===== config.mk =====
export PLATFORM = sky130hd
export DESIGN_NAME = seq_nr_divider_flat
export DESIGN_NICKNAME = d
export VERILOG_FILES = /design/src/rtl/seq_nr_divider_if.sv /design/src/rtl/seq_nr_divider.sv /design/src/flat_wrapper.sv
export SDC_FILE = /design/constraint.sdc
export NUM_CORES = 1
export LEC_CHECK = 0
export BUFFER_PORTS_ARGS = -buffer_cell sky130_fd_sc_hd__buf_2
export CAP_MARGIN = 30
export CORE_MARGIN = 5
export CORE_UTILIZATION = 52
export CTS_CLUSTER_SIZE = 30
export DETAILED_ROUTE_END_ITERATION = 8
export GPL_ROUTABILITY_DRIVEN = 0
export PLACE_DENSITY = 0.83
export SYNTH_ARGS = -nofsm -noshare
export SYNTH_HDL_FRONTEND = slang
export SYNTH_SLANG_ARGS = --single-unit

===== constraint.sdc =====
create_clock -name clk -period 3.2 [get_ports clk]
set_input_delay 0.16 -clock clk [delete_from_list [all_inputs] [get_ports clk]]
set_output_delay 0.16 -clock clk [all_outputs]
set_load 0.01 [all_outputs]

===== src/rtl/seq_nr_divider_if.sv =====
// Handshake and operand/result bundle for the sequential non-restoring divider.
// The master side supplies operands and takes results; the slave side is the divider.
interface seq_nr_divider_if #(
  parameter int unsigned N = 8
) ();
  logic         in_valid;
  logic         in_ready;
  logic [N-1:0] dividend;
  logic [N-1:0] divisor;
  logic         out_valid;
  logic         out_ready;
  logic [N-1:0] quotient;
  logic [N-1:0] remainder;
  logic         div_by_zero;
  logic         busy;

  modport master (
    output in_valid, dividend, divisor, out_ready,
    input  in_ready, out_valid, quotient, remainder, div_by_zero, busy
  );

  modport slave (
    input  in_valid, dividend, divisor, out_ready,
    output in_ready, out_valid, quotient, remainder, div_by_zero, busy
  );
endinterface


===== src/rtl/seq_nr_divider.sv =====
// Sequential unsigned non-restoring divider: one shared (N+1)-bit adder, one quotient bit
// per cycle, a fixed correction cycle, and valid/ready handshakes on both sides.
module seq_nr_divider #(
  parameter int unsigned N = 8
) (
  input  logic              clk,
  input  logic              rst_n,
  seq_nr_divider_if.slave   bus
);

  localparam int unsigned CntW = $clog2(N);
  localparam logic [CntW-1:0] CntLast = CntW'(N - 1);

  typedef enum logic [1:0] {
    StIdle,
    StCalc,
    StFix,
    StDone
  } state_e;

  state_e          state_q, state_d;
  logic [N:0]      r_q, r_d;
  logic [N-1:0]    q_q, q_d;
  logic [N-1:0]    d_q, d_d;
  logic [CntW-1:0] cnt_q, cnt_d;
  logic [N-1:0]    quot_q, quot_d;
  logic [N-1:0]    rem_q, rem_d;
  logic            dbz_q, dbz_d;
  logic            in_ready_q, in_ready_d;

  logic [N:0] add_a, add_b, sum;
  logic       sub;

  // The single adder serves both the CALC iterations and the FIX correction.
  always_comb begin
    sub   = (state_q == StCalc) && !r_q[N];
    add_a = (state_q == StFix) ? r_q : {r_q[N-1:0], q_q[N-1]};
    add_b = sub ? ~{1'b0, d_q} : {1'b0, d_q};
    sum   = add_a + add_b + {{N{1'b0}}, sub};
  end

  always_comb begin
    state_d = state_q;
    r_d     = r_q;
    q_d     = q_q;
    d_d     = d_q;
    cnt_d   = cnt_q;
    quot_d  = quot_q;
    rem_d   = rem_q;
    dbz_d   = dbz_q;

    unique case (state_q)
      StIdle: begin
        if (bus.in_valid && in_ready_q) begin
          d_d   = bus.divisor;
          q_d   = bus.dividend;
          r_d   = '0;
          cnt_d = '0;
          if (bus.divisor == '0) begin
            quot_d  = '1;
            rem_d   = bus.dividend;
            dbz_d   = 1'b1;
            state_d = StDone;
          end else begin
            state_d = StCalc;
          end
        end
      end
      StCalc: begin
        r_d   = sum;
        q_d   = {q_q[N-2:0], ~sum[N]};
        cnt_d = cnt_q + 1'b1;
        if (cnt_q == CntLast) begin
          state_d = StFix;
        end
      end
      StFix: begin
        // A negative final remainder gets the divisor added back once.
        if (r_q[N]) begin
          r_d = sum;
        end
        quot_d  = q_q;
        rem_d   = r_q[N] ? sum[N-1:0] : r_q[N-1:0];
        dbz_d   = 1'b0;
        state_d = StDone;
      end
      StDone: begin
        if (bus.out_ready) begin
          state_d = StIdle;
        end
      end
      default: state_d = StIdle;
    endcase

    // Ready only after a full cycle in IDLE, so a result hand-off never re-accepts same cycle.
    in_ready_d = (state_q == StIdle) && (state_d == StIdle);
  end

  always_ff @(posedge clk) begin
    if (!rst_n) begin
      state_q    <= StIdle;
      r_q        <= '0;
      q_q        <= '0;
      d_q        <= '0;
      cnt_q      <= '0;
      quot_q     <= '0;
      rem_q      <= '0;
      dbz_q      <= 1'b0;
      in_ready_q <= 1'b1;
    end else begin
      state_q    <= state_d;
      r_q        <= r_d;
      q_q        <= q_d;
      d_q        <= d_d;
      cnt_q      <= cnt_d;
      quot_q     <= quot_d;
      rem_q      <= rem_d;
      dbz_q      <= dbz_d;
      in_ready_q <= in_ready_d;
    end
  end

  assign bus.in_ready    = in_ready_q;
  assign bus.out_valid   = (state_q == StDone);
  assign bus.busy        = (state_q == StCalc) || (state_q == StFix);
  assign bus.quotient    = quot_q;
  assign bus.remainder   = rem_q;
  assign bus.div_by_zero = dbz_q;

endmodule


===== src/flat_wrapper.sv =====
// flat-port wrapper written by rule: the top's interface ports become plain ports
module seq_nr_divider_flat 
#(
  parameter int unsigned N = 8
)
  (clk, rst_n, bus_in_valid, bus_dividend, bus_divisor, bus_out_ready, bus_in_ready, bus_out_valid, bus_quotient, bus_remainder, bus_div_by_zero, bus_busy);
  seq_nr_divider_if #(.N(N)) bus_i ();
  input  logic clk;
  input  logic rst_n;
  input wire logic [$bits(bus_i.in_valid)-1:0] bus_in_valid;
  input wire logic [$bits(bus_i.dividend)-1:0] bus_dividend;
  input wire logic [$bits(bus_i.divisor)-1:0] bus_divisor;
  input wire logic [$bits(bus_i.out_ready)-1:0] bus_out_ready;
  output wire logic [$bits(bus_i.in_ready)-1:0] bus_in_ready;
  output wire logic [$bits(bus_i.out_valid)-1:0] bus_out_valid;
  output wire logic [$bits(bus_i.quotient)-1:0] bus_quotient;
  output wire logic [$bits(bus_i.remainder)-1:0] bus_remainder;
  output wire logic [$bits(bus_i.div_by_zero)-1:0] bus_div_by_zero;
  output wire logic [$bits(bus_i.busy)-1:0] bus_busy;
  assign bus_i.in_valid = bus_in_valid;
  assign bus_i.dividend = bus_dividend;
  assign bus_i.divisor = bus_divisor;
  assign bus_i.out_ready = bus_out_ready;
  assign bus_in_ready = bus_i.in_ready;
  assign bus_out_valid = bus_i.out_valid;
  assign bus_quotient = bus_i.quotient;
  assign bus_remainder = bus_i.remainder;
  assign bus_div_by_zero = bus_i.div_by_zero;
  assign bus_busy = bus_i.busy;
  seq_nr_divider #(.N(N)) u_core (.clk(clk), .rst_n(rst_n), .bus(bus_i));
endmodule

=== Word level (Yosys, flattened, before mapping) ===
Index checks and enable logic that the tools add are counted.
Widths: inputs -> output; s select.

* Word-level logic and storage cells: 62
* Bits of input ports: 20
* Register bits after elaboration: 48

* Bitwise logic cells: 2
* Equal/unequal tests: 7
* Reduce and logical (&&, ||, !) cells: 16
* $add $sub $neg: 3
* Muxes and demuxes: 24

{| class="wikitable"
|+ Operators with widths
! cell !! count
|-
| $mux 8 || 6
|-
| $pmux 8 s2 || 3
|-
| $mux 9 || 4
|-
| $pmux 9 s3 || 1
|-
| $add 9x1->9 || 1
|-
| $add 9x9->9 || 1
|-
| $not 8->9 || 1
|-
| $logic_not 8->1 || 1
|-
| $mux 2 || 4
|-
| $pmux 2 s4 || 1
|-
| $ne 2x1->1 const B || 3
|-
| $pmux 3 s2 || 1
|-
| $reduce_and 2->1 || 3
|-
| $reduce_and 3->1 || 2
|-
| $eq 2x2->1 const B || 2
|-
| $logic_not 2->1 || 2
|-
| $reduce_bool 2->1 || 2
|-
| $add 3x1->3 const B || 1
|-
| $eq 3x3->1 const B || 1
|-
| $logic_and 1x1->1 || 3
|-
| $mux 3 || 1
|-
| $reduce_bool 3->1 || 1
|-
| $eq 2x1->1 const B || 1
|-
| $mux 1 || 2
|-
| 4 further kinds || 4
|}

=== Depth between registers and ports, before layout ===
* Depth in word-level cells: 7
* Mapped depth: 14
* Gate-level depth less buffers: 11

=== Least setup slack after synthesis ===
OpenSTA, ideal clock, no wires.

* Kind: register to register
* Start: register u_core.state_q[0]
* End: register u_core.rem_q[6] (netlist: u_core.bus.remainder[6])
* Setup time: 0.125 ns
* Period minus slack after synthesis: 3.217 ns
* Path buffers: 3
* Stages on the path, launching flop included: 13
* Path slack: -0.017 ns
* Data arrival time: 3.091 ns
* Path through: dfxtp_1 -> inv_1 -> ha_1 -> clkbuf_1 -> clkbuf_1 -> buf_1 -> mux2_2 -> ha_1 -> o21ai_0 -> a21oi_1 -> or4_1 -> a21oi_1 -> o32ai_2

* Word-level cells in the longest chain between the ends: 7
* Elaborated cells on any way between the ends: 14

{| class="wikitable"
|+ RTL lines
! item !! line !! source
|-
| start: declaration || seq_nr_divider.sv:21 || <nowiki>state_e state_q, state_d;</nowiki>
|-
| start signal: assignment || seq_nr_divider.sv:101 || <nowiki>state_q <= StIdle;</nowiki>
|-
| start signal: assignment || seq_nr_divider.sv:111 || <nowiki>state_q <= state_d;</nowiki>
|-
| $eq 2x1->1 || seq_nr_divider.sv:36 || <nowiki>sub = (state_q == StCalc) && !r_q[N];</nowiki>
|-
| $logic_and 1x1->1 || seq_nr_divider.sv:36 ||
|-
| $mux 9 || seq_nr_divider.sv:38 || <nowiki>add_b = sub ? ~{1'b0, d_q} : {1'b0, d_q};</nowiki>
|-
| $add 9x9->9 || seq_nr_divider.sv:39 || <nowiki>sum = add_a + add_b + {{N{1'b0}}, sub};</nowiki>
|-
| $add 9x1->9 || seq_nr_divider.sv:39 ||
|-
| $mux 8 || seq_nr_divider.sv:83 || <nowiki>rem_d = r_q[N] ? sum[N-1:0] : r_q[N-1:0];</nowiki>
|-
| $pmux 8 s2 || seq_nr_divider.sv:52 || <nowiki>unique case (state_q)</nowiki>
|-
| end signal: assignment || seq_nr_divider.sv:117 || <nowiki>rem_q <= rem_d;</nowiki>
|-
| end: declaration || seq_nr_divider.sv:27 || <nowiki>logic [N-1:0] rem_q, rem_d;</nowiki>
|}

Parallel ways exist; a longest one is shown, timed or not.
A chain may end at the register's enable or synchronous reset.

=== Worst setup path after layout ===
* Start: register u_core.state_q[1]
* End: register u_core.r_q[8]

* Word-level cells in the longest chain between the ends: 7
* Elaborated cells on any way between the ends: 13

{| class="wikitable"
|+ RTL lines
! item !! line !! source
|-
| $eq 2x1->1 || seq_nr_divider.sv:36, seq_nr_divider.sv:52 ||
|-
| $logic_and 1x1->1 || seq_nr_divider.sv:36 ||
|-
| $mux 9 || seq_nr_divider.sv:38 ||
|-
| $add 9x9->9 || seq_nr_divider.sv:39 ||
|-
| $add 9x1->9 || seq_nr_divider.sv:39 ||
|-
| $mux 9 || seq_nr_divider.sv:79 || <nowiki>if (r_q[N]) begin</nowiki>
|-
| $pmux 9 s3 || seq_nr_divider.sv:52 ||
|-
| end signal: assignment || seq_nr_divider.sv:112 || <nowiki>r_q <= r_d;</nowiki>
|-
| end: declaration || seq_nr_divider.sv:22 || <nowiki>logic [N:0] r_q, r_d;</nowiki>
|}

Parallel ways exist; a longest one is shown, timed or not. The select of a mux whose other input is x is not followed.

==> results.py <==
metrics = {
    "critical_path": {
        "cp-endpoint": "u_core.r_q[8]",
        "cp_cell_sequence": "inv_1 > ha_1 > nand2b_1 > xnor2_1 > inv_1 > fa_1 > nand2b_1 > a211o_1 > a311oi_1 > a31oi_1 > a32o_1",
        "arrival_ns": 3.15,
        "crit_start": "u_core.state_q[1]",
        "crit_slowest_cell": "fa_1",
        "cpPeakStageDelay_ns": 0.46,
        "r2r_start": "u_core.state_q[1]",
        "rrSetupSlack_ns": 0.27,
        "critPathKind": "reg2reg",
        "critPathRequiredTime_ns": 3.42,
        "start_kind": "flip-flop",
        "reg2reg_depth": 11,
        "endpoint_kind": "flip-flop",
        "worst-path-max-fanout": 6,
        "r2r-end": "u_core.r_q[8]",
    },
    "place": {
        "io_buffer_count": 39,
        "placedCellCount": 439,
        "postPlaceCellArea_um2": 3070,
        "hpwl_um": 5640,
        "place_ws_ns": 0.245,
    },
    "global_routing": {
        "antenna_found_initial": 0,
        "grt_overflow": 0,
        "grt_usage_pct": 21.9,
        "grt_max_degree": 38,
        "grt_pass1_vias": 2620,
        "grt_pass1_wl_um": 12600,
    },
    "die": {
        "die_width_um": 83.4,
        "io_pins": 40,
        "die_h_um": 83.4,
        "fp-row-count": 26,
        "dieArea_um2": 6950,
        "initial_core_util_pct": 54.1,
        "core_um2": 5170,
    },
    "run": {
        "max-cap-violations": 0,
    },
    "yosys": {
        "yosysWarnings": 0,
        "ys_ff_latch": 48,
        "synth-seq-area-share_pct": 34.3,
        "avgSynthCellArea_um2": 8.20,
        "synth.distinct_cells": 59,
        "syn-num-nets": 375,
        "synthesis.area_um2": 2800,
        "syn_inst": 341,
        "ys_async_sr_fraction_pct": 0,
        "synth_edf_count": 0,
        "ys.flop_type": "dfxtp_1",
    },
    "run_status": {
        "status": "finished clean",
    },
    "clock_network": {
        "cts_buffers": 5,
        "clk_transition_reported_paths_ns": 0.10,
        "clockBufferDepth": 2,
        "cts_root_buf": "clkbuf_8",
        "cts-hold-fix-buffers": 0,
        "numClockSinks": 48,
        "htree_num_levels": 2,
        "cts_tree": "done",
        "clk_latency_ns": 0.31,
    },
    "timing": {
        "hold-worst-slack_ns": 0.101,
        "max_slew_margin_pct": 56.3,
        "worst_pin_slew_ns": 0.654,
        "hold_violations": 0,
        "period_share_pct": 91.7,
        "fin_tns_setup_ns": 0,
        "worst_slack_ns": 0.266,
        "finClkSkew_ns": 0.00911,
        "layout_min_cycle_time_ns": 2.93,
        "clock.fmax_mhz": 341,
        "rsz0062_at_grt": "false",
        "finalSetupViolCount": 0,
        "drv_slew": 0,
    },
    "cells_and_area": {
        "drive_gt1_share_pct": 18.8,
        "final_area_um2": 3190,
        "finalCoreUtilization_pct": 61.7,
        "final_cell_mix": "dfxtp_1, nand2_1, buf_2",
        "stdcell_count": 447,
        "diodes": 0,
        "layout_commonest_cell": "dfxtp_1",
        "area_growth_pct": 14.0,
        "fin_nets": 410,
    },
    "power_and_ir_drop": {
        "irDropWorstVdd_v": 0.000478,
        "fin_total_pwr_mw": 2.49,
        "p_leak_nw": 1.32,
        "power_density_nw_per_um2": 782,
    },
    "routing": {
        "first_pass_iters": 5,
        "drtIter0Drc": 222,
        "viasPerCell": 6.11,
        "ant_nets": 0,
        "wl_um": 7640,
        "drc": 0,
        "routedWlPerCell_um": 17.1,
        "vias": 2729,
    },
    "worst_hold_path": {
        "hold_path_class": "in2reg",
    },
}
==> cell usage after synthesis, types with 2 or more instances <==
library cell	n	share of area (%)
o21ai_1	3	0.54
xnor2_1	8	2.5
mux2i_1	13	4.7
nor2b_1	5	1.1
o32ai_2	2	1.2
o22ai_1	10	2.2
or4_1	2	0.54
dfxtp_1	48	34
a211oi_1	9	2.4
and2_1	3	0.67
nor3_1	6	1.1
or3_1	2	0.45
xor2_1	2	0.63
o31ai_1	4	1.1
a32o_1	2	0.72
nand2_1	39	5.2
nor3b_1	2	0.54
a221oi_1	2	0.63
nand2b_1	5	1.1
buf_2	6	1.1
buf_1	5	0.67
nor4_1	3	0.67
nor2_1	37	5.0
inv_1	13	1.7
o21a_1	2	0.54
a21o_1	4	1.1
and3_1	2	0.45
o211ai_1	2	0.54
ha_1	13	5.8
mux2_2	7	2.8
a21oi_1	29	5.2
o21ai_0	9	1.6
nand3_1	10	1.8
clkbuf_1	7	0.94
==> routing by layer <==
metal / routed length, um / global-route usage (%) / vias up
met4: 262 / 9.21 / 0
li1: - / - / 1298
met5: 0 / 0 / -
met1: 3180 / 27.3 / 1279
met3: 503 / 4.55 / 27
met2: 3690 / 36.7 / 125
==> timing repair <==
item | 4_1_cts | 5_1_grt
setup buffers | 0 | 0
resized for setup | 0 | 2
setup endpoints to repair | 0 | 2
==> how the worst min path moves through the flow <==
stage                         from            end  cells past startpoint  slack [ns]
floorplan           bus_divisor[1]  u_core.d_q[1]                      2        0.30
global placement    bus_divisor[4]  u_core.d_q[4]                      3        0.43
detailed placement  bus_divisor[7]  u_core.d_q[7]                      3        0.43
CTS                 bus_divisor[7]  u_core.d_q[7]                      3         0.1
global route        bus_divisor[5]  u_core.d_q[5]                      3        0.11
finish              bus_divisor[7]  u_core.d_q[7]                      3        0.10
==> registers in the layout, indices dropped and copies added (netlist names) <==
register	count
u_core.d_q	8
u_core.bus.div_by_zero	1
u_core.bus.in_ready	1
u_core.state_q	2
u_core.q_q	8
u_core.r_q	9
u_core.bus.remainder	8
u_core.cnt_q	3
u_core.bus.quotient	8
==> critical path: cells and delay by family (launching register included) <==
kind                       cells  cell delay, ns
AOI/OAI and AO/OA              4            0.91
xor gates and xnor gates       1            0.20
adders and majority gates      2            0.66
buffers and inverters          2            0.21
DFF                            1            0.43
and+or+nand+nor                2            0.41
==> cell type report <==
type / instances / area, um^2
clock buffers: 5 / 68.8
clock inverters: 3 / 50.0
fillers: 422 / 1980
inverters: 14 / 52.6
multi-input cells: 260 / 1720
flip-flops and latches: 48 / 961
well taps: 70 / 87.6
repair buffers: 47 / 255
==> report_power, final <==
group          switching [mW]  leakage [nW]  total [mW]  internal (mW)
Clock                   0.228        0.0607       0.469          0.241
Combinational           0.737         0.867        1.21          0.471
Sequential              0.103         0.391       0.817          0.714
==> kinds of logic after synthesis <==
family                     count (synthesis)  share of synthesized area (%)
AOI/OAI and AO/OA                         96                           23.9
xor gates and xnor gates                  10                           3.13
adders and majority gates                 14                           6.53
buffers and inverters                     33                           4.83
DFF                                       48                           34.3
muxes                                     20                           7.47
and+or+nand+nor                          120                           19.8
Note: power is estimated with default switching activity, not from simulation.
